## src/rtl/mips_cpu_state_sequencer.sv

```systemverilog
// Multi-cycle FETCH/DECODE/EXEC/MEM/WB sequencer with waitrequest stalls, halt and stall timeout.
// Optional performance counters are built when MIPS_CPU_SEQ_PERF_EN is defined.
module mips_cpu_state_sequencer #(
    parameter int STALL_TIMEOUT = 0,
    parameter int CNT_W         = 8
) (
    input  logic        clk,
    input  logic        reset,
    input  logic        waitrequest,
    input  logic        pc_is_zero,
    input  logic        instr_is_load,
    input  logic        instr_is_store,
    input  logic        instr_writes_rd,
    output logic [2:0]  state,
    output logic        ir_enable,
    output logic        pc_enable,
    output logic        mem_read,
    output logic        mem_write,
    output logic        reg_write,
    output logic        active,
    output logic        fault
`ifdef MIPS_CPU_SEQ_PERF_EN
    ,
    output logic [31:0] retired_count,
    output logic [31:0] stall_count
`endif
);

    typedef enum logic [2:0] {
        S_FETCH  = 3'd0,
        S_DECODE = 3'd2,
        S_EXEC   = 3'd3,
        S_MEM    = 3'd4,
        S_WB     = 3'd5,
        S_HALT   = 3'd6
    } state_e;

    localparam bit               TIMEOUT_EN  = (STALL_TIMEOUT != 0);
    localparam logic [CNT_W-1:0] TIMEOUT_VAL = CNT_W'(STALL_TIMEOUT);

    state_e             state_q, state_d;
    logic [CNT_W-1:0]   stall_cnt_q, stall_cnt_d;
    logic               fault_q, fault_d;
    logic               mem_load_q, mem_load_d;

    logic [CNT_W-1:0]   stall_inc;
    logic               timeout_hit;

    // Saturating increment so a long stall with the timeout disabled never wraps.
    assign stall_inc   = (&stall_cnt_q) ? stall_cnt_q : stall_cnt_q + 1'b1;
    assign timeout_hit = TIMEOUT_EN && waitrequest && (stall_cnt_q == TIMEOUT_VAL);

    always_comb begin
        state_d     = state_q;
        stall_cnt_d = '0;
        fault_d     = fault_q;
        mem_load_d  = mem_load_q;
        ir_enable   = 1'b0;
        pc_enable   = 1'b0;
        mem_read    = 1'b0;
        mem_write   = 1'b0;
        reg_write   = 1'b0;

        case (state_q)
            S_FETCH: begin
                if (pc_is_zero) begin
                    state_d = S_HALT;
                end else if (waitrequest) begin
                    if (timeout_hit) begin
                        state_d = S_HALT;
                        fault_d = 1'b1;
                    end else begin
                        mem_read    = 1'b1;
                        stall_cnt_d = stall_inc;
                    end
                end else begin
                    mem_read  = 1'b1;
                    ir_enable = 1'b1;
                    state_d   = S_DECODE;
                end
            end
            S_DECODE: begin
                state_d = S_EXEC;
            end
            S_EXEC: begin
                // Load wins when decode flags both load and store.
                if (instr_is_load || instr_is_store) begin
                    state_d    = S_MEM;
                    mem_load_d = instr_is_load;
                end else if (instr_writes_rd) begin
                    state_d = S_WB;
                end else begin
                    pc_enable = 1'b1;
                    state_d   = S_FETCH;
                end
            end
            S_MEM: begin
                if (waitrequest) begin
                    if (timeout_hit) begin
                        state_d = S_HALT;
                        fault_d = 1'b1;
                    end else begin
                        mem_read    = mem_load_q;
                        mem_write   = !mem_load_q;
                        stall_cnt_d = stall_inc;
                    end
                end else begin
                    mem_read  = mem_load_q;
                    mem_write = !mem_load_q;
                    if (mem_load_q) begin
                        state_d = S_WB;
                    end else begin
                        pc_enable = 1'b1;
                        state_d   = S_FETCH;
                    end
                end
            end
            S_WB: begin
                reg_write = 1'b1;
                pc_enable = 1'b1;
                state_d   = S_FETCH;
            end
            S_HALT: begin
                state_d = S_HALT;
            end
            default: begin
                state_d = S_FETCH;
            end
        endcase

        // Reset aborts any transfer in the same cycle it is seen.
        if (reset) begin
            ir_enable = 1'b0;
            pc_enable = 1'b0;
            mem_read  = 1'b0;
            mem_write = 1'b0;
            reg_write = 1'b0;
        end
    end

    always_ff @(posedge clk) begin
        if (reset) begin
            state_q     <= S_FETCH;
            stall_cnt_q <= '0;
            fault_q     <= 1'b0;
            mem_load_q  <= 1'b0;
        end else begin
            state_q     <= state_d;
            stall_cnt_q <= stall_cnt_d;
            fault_q     <= fault_d;
            mem_load_q  <= mem_load_d;
        end
    end

    assign state  = state_q;
    assign active = reset || (state_q != S_HALT);
    assign fault  = fault_q;

`ifdef MIPS_CPU_SEQ_PERF_EN
    logic [31:0] retired_q, stall_q;

    always_ff @(posedge clk) begin
        if (reset) begin
            retired_q <= '0;
            stall_q   <= '0;
        end else begin
            if (pc_enable) begin
                retired_q <= retired_q + 32'd1;
            end
            if (waitrequest && (state_q == S_FETCH || state_q == S_MEM)) begin
                stall_q <= stall_q + 32'd1;
            end
        end
    end

    assign retired_count = retired_q;
    assign stall_count   = stall_q;
`endif

endmodule

```

## config.mk

```make
export PLATFORM = sky130hd
export DESIGN_NAME = mips_cpu_state_sequencer
export DESIGN_NICKNAME = d
export VERILOG_FILES = /design/src/rtl/mips_cpu_state_sequencer.sv
export SDC_FILE = /design/constraint.sdc
export NUM_CORES = 1
export LEC_CHECK = 0
export CORE_AREA = 2 2 39 41
export CTS_BUF_LIST = sky130_fd_sc_hd__clkbuf_4
export DETAILED_ROUTE_END_ITERATION = 6
export DIE_AREA = 0 0 41 43
export GPL_ROUTABILITY_DRIVEN = 1
export PLACE_DENSITY_LB_ADDON = 0.08
export REMOVE_ABC_BUFFERS = 1
export SYNTH_ARGS = -nofsm -noshare
export SYNTH_HDL_FRONTEND = slang
export SYNTH_SLANG_ARGS = --single-unit
```

## constraint.sdc

```tcl
create_clock -name clk -period 2 [get_ports clk]
set_clock_uncertainty 0.05 [all_clocks]
set_input_delay 0.2 -clock clk [delete_from_list [all_inputs] [get_ports clk]]
set_output_delay 0.2 -clock clk [all_outputs]
set_load 0.01 [all_outputs]
```

* Word level (Yosys, flattened, before mapping)
Cells that the tools add are included.
** Word-level totals
- Flip-flop bits (word level) :: 4
- Output and inout bits :: 10
- Logic and storage cells :: 40
** Cells by class
- Equal/unequal tests :: 8
- Muxes and demuxes :: 24
- Reductions and logical operators :: 6
** Operator list (number)
- 2-to-1 mux 3 bit :: 6
- 2-to-1 mux 1 bit :: 15
- case mux 3 bit (5 select lines) :: 1
- equality test 3 bit, second input constant :: 3
- equality test 3 x 2 -> 1 bit, second input constant :: 2
- inequality test 3 bit, second input constant :: 2
- AND reduction 2 bit :: 2
- logical NOT 3 bit :: 1
- case mux 1 bit (3 select lines) :: 1
- logical OR 1 bit :: 2
- inequality test 2 bit, second input constant :: 1
- case mux 1 bit (2 select lines) :: 1
- logical NOT 1 bit :: 1

* Longest topological paths before layout
Gate-level depths: netlist of run 1.
- Depth in word-level cells :: 4
- Mapped depth :: 4

* Least setup slack after synthesis of run 1
Ideal clock, no wire load.
- Path kind :: register to output
- Start point :: register state_q[1], in the netlist state[1]
- End point :: output port mem_read
- Data arrival time :: 1.096 ns
- Setup slack :: 0.654 ns
- Stages on the path, launching flop included :: 4
- Path buffers :: 1
- Cell sequence :: dfxtp_1 -> buf_6 -> or3_4 -> nor3_2
** Between the ends
- Cells in the longest elaborated chain, start to end :: 3
- Elaborated cells on any way between the ends :: 4
** RTL lines
- start: declaration :: line 41 : state_e state_q, state_d;
- start signal: assignment :: line 148 : state_q <= state_d;
- equality test 3 bit or logical NOT 3 bit (tied branches)
- case mux 1 bit (2 select lines) (*) :: line 64 : case (state_q)
- 2-to-1 mux 1 bit (*) :: line 132 : if (reset) begin
- end: declaration :: line 17 : output logic mem_read,
Every way passes the cells marked *; elsewhere a longest branch is shown, timed or not.

* Final worst setup path of run 1
- Start point :: register state_q[1], in the netlist state[1]
- End point :: output port active
** Between the ends
- Cells in the longest elaborated chain, start to end :: 2
** RTL lines
- inequality test 3 bit :: line 156 : assign active = reset || (state_q != S_HALT);
- logical OR 1 bit :: line 156
- end: declaration :: line 20 : output logic active,
No other way between the ends.

==> impl_metrics.json, run 1 <==
{
  "finalSetupTns_ps": 0,
  "peakVddDrop_mv": 0.2737,
  "placed_cell_area_um2": 550.5,
  "cts_tree": "built",
  "synth.cell_area_um2": 362.8,
  "clk-insertion-delay-late_ps": 230,
  "p_per_area_mw_per_mm2": 567.7,
  "synth.distinct_cells": 29,
  "worstPathArrival_ps": 1650,
  "fin_hold_ws_ps": 363.8,
  "gp_congestion": 0.7115,
  "internal_power_w": 0.0002278,
  "synth_top_area_frac": 0.2207,
  "path_buf_inv": 2,
  "drt_iter0_drc": 10,
  "pwr-share-comb": 0.377,
  "rows": 14,
  "die_y_um": 43,
  "dp.cells": 80,
  "cpMaxStageDelayCell": "clkdlybuf4s50_1",
  "grt-ovfl-total": 0,
  "grtUsageTotal": 0.1305,
  "switching_power_w": 0.0001003,
  "final_cell_mix": "11 x clkdlybuf4s50_1, 7 x buf_4",
  "drt-total-wl_um": 977,
  "fin_total_pwr_w": 0.0003281,
  "hpwlAfterDp_um": 761.2,
  "yosysSeqAreaShare": 0.2207,
  "synthFlopType": "dfxtp_1",
  "synth_cells": 46,
  "dieArea_mm2": 0.001763,
  "ys_ff_latch": 4,
  "vias_per_cell": 4.964,
  "num_vias": 412,
  "clockRootBuffer": "clkbuf_4",
  "critPathTopFamily": "buffers and inverters",
  "async_reset_ff_frac": 0,
  "crit_path_start_kind": "flop",
  "netSwitchingFraction": 0.3057,
  "min_period_ps": 1898,
  "rrSetupSlack_ps": 770,
  "wire_per_inst_um": 11.77,
  "yosysTopAreaCell": "dfxtp_1",
  "stdcell_count": 83,
  "max_freq_mhz": 527.0,
  "status": "finished, final reports clean",
  "clkPwrFrac": 0.295,
  "cp.required_ps": 1750,
  "die_w_um": 41,
  "clock_sinks": 4,
  "layout_commonest_cell": "clkdlybuf4s50_1",
  "fin_area_um2": 578.1,
  "critPathCaptureType": "output pin",
  "maxSlewViolCount": 0,
  "start_util": 0.2622,
  "htreeDepth": 1,
  "nets": 76,
  "antenna_cells": 0,
  "first_global_vias": 369,
  "ant_nets": 0,
  "finalHoldViolCount": 0,
  "pwr-share-seq": 0.328,
  "area_growth_pct": 59.31,
  "post-route-period-util": 0.9488,
  "grt_pass1_wl_mm": 1.518,
  "grt_max_degree": 12,
  "rsz0062_at_grt": "false",
  "leakage_nw": 0.2489,
  "yosysWarningCount": 0,
  "yosys-top-cells-area": "dfxtp_1 22%, buf_6 6.2%, nand2b_1 5.2%, a221oi_1 4.8%, a22oi_1 4.1%",
  "dr.pass1.iters": 4,
  "path_class": "flop to output pin",
  "clock_tree.buffer_depth": 2,
  "nFillCells": 150,
  "ioPinCount": 17,
  "cp_cell_sequence": "inv_1 -> or3_1 -> clkdlybuf4s50_1",
  "drive_above_1_share": 0.2388,
  "syn_avg_cell_area_um2": 7.888,
  "synth_edf_count": 0,
  "worstPathMaxFanout": 8,
  "io_buffers": 15,
  "path_clk_slew_ps": 40,
  "final-setup-viol-count": 0,
  "fp.coreArea_mm2": 0.001384,
  "antenna_found_initial": 0,
  "drc": 0,
  "cts_made_buffers": 3,
  "slowest_delay_ps": 480,
  "cap_violations": 0,
  "min_path_type": "input pin to flop"
}
-- final timing paths --
check	startpoint	cells past startpoint	to
worst max register to register	state[1]$_SDFFE_PP0P_	4	state[2]$_SDFFE_PP0P_
worst min-delay path	reset	2	mem_load_q$_SDFFE_PP0P_
worst max-delay path	state[1]$_SDFFE_PP0P_	3	active
worst min register to register	state[0]$_SDFFE_PP0P_	1	state[1]$_SDFFE_PP0P_
-- power by group through the flow --
| stage | clock (W) | combinational (W) | sequential, W |
|---|---|---|---|
| final | 0.0000967 | 0.000124 | 0.000108 |
| after floorplan | 0 | 0.0000517 | 0.000110 |
| after global routing | 0.000112 | 0.000135 | 0.000110 |
| after detailed placement | 0 | 0.000127 | 0.000107 |
| after global placement | 0 | 0.000127 | 0.000109 |
| after CTS | 0.000104 | 0.000126 | 0.000106 |
-- kinds of logic after synthesis --
kind of cell / synth area share
AO/OA/AOI/OAI: 0.2173
buffers and inverters: 0.1276
flip-flops: 0.2207
other: 0.01033
AND/OR/NAND/NOR: 0.4241
-- layout make-up --
class                           instances  area (µm²)  area share
Multi-Input combinational cell         35       236.5      0.4091
Timing Repair Buffer                   22       205.2      0.3550
Sequential cell                         4       82.58      0.1429
Clock buffer                            3       22.52     0.03896
Tap cell                               16       20.02     0.03463
Inverter                                3       11.26     0.01948
-- state kept, by name (all words and copies together) (netlist names) --
name / flops
state: 3
mem_load_q: 1
-- cell usage after synthesis, types with 2 or more instances --
| master | count |
|---|---|
| o21ai_0 | 2 |
| dfxtp_1 | 4 |
| nand2b_1 | 3 |
| inv_1 | 3 |
| nor2b_1 | 2 |
| nor2_1 | 3 |
| a221oi_1 | 2 |
| a22oi_1 | 2 |
| or3_1 | 2 |
| buf_6 | 2 |
| nor3b_1 | 2 |
| nand2_1 | 2 |
-- what timing repair did --
action | CTS | global route
gates resized for setup | 2 | 4
cloned | 0 | 0
endpoints found under the setup margin | 4 | 5
setup buffers | 0 | 0
hold buffers | 0 | 0
-- per-layer routing --
metal | share of wire | track usage
met5 | 0 | 0
met4 | 0 | 0.08000
met3 | 0.064 | 0.03141
met2 | 0.48 | 0.1906
met1 | 0.45 | 0.1640
-- through the flow --
| stage | worst slack (ps) | utilization |
|---|---|---|
| floorplan | 695.1 | - |
| global placement | -76.24 | 0.3978 |
| detailed placement | -84.39 | 0.3978 |
| CTS | 6.522 | 0.4123 |
| global route | 5.729 | 0.4177 |
| finish | 102.4 | 0.4177 |
Note: power is estimated with default switching activity, not from simulation.
==> run 2, diff against run 1 <==
--- a/config.mk
+++ b/config.mk
@@ -12,6 +12,7 @@
 export GPL_ROUTABILITY_DRIVEN = 1
 export PLACE_DENSITY_LB_ADDON = 0.08
 export REMOVE_ABC_BUFFERS = 1
+export SLEW_MARGIN = 20
 export SYNTH_ARGS = -nofsm -noshare
 export SYNTH_HDL_FRONTEND = slang
 export SYNTH_SLANG_ARGS = --single-unit
==> results of run 2 <==
The final DEF is identical to that of run 1; final timing and power are the same.
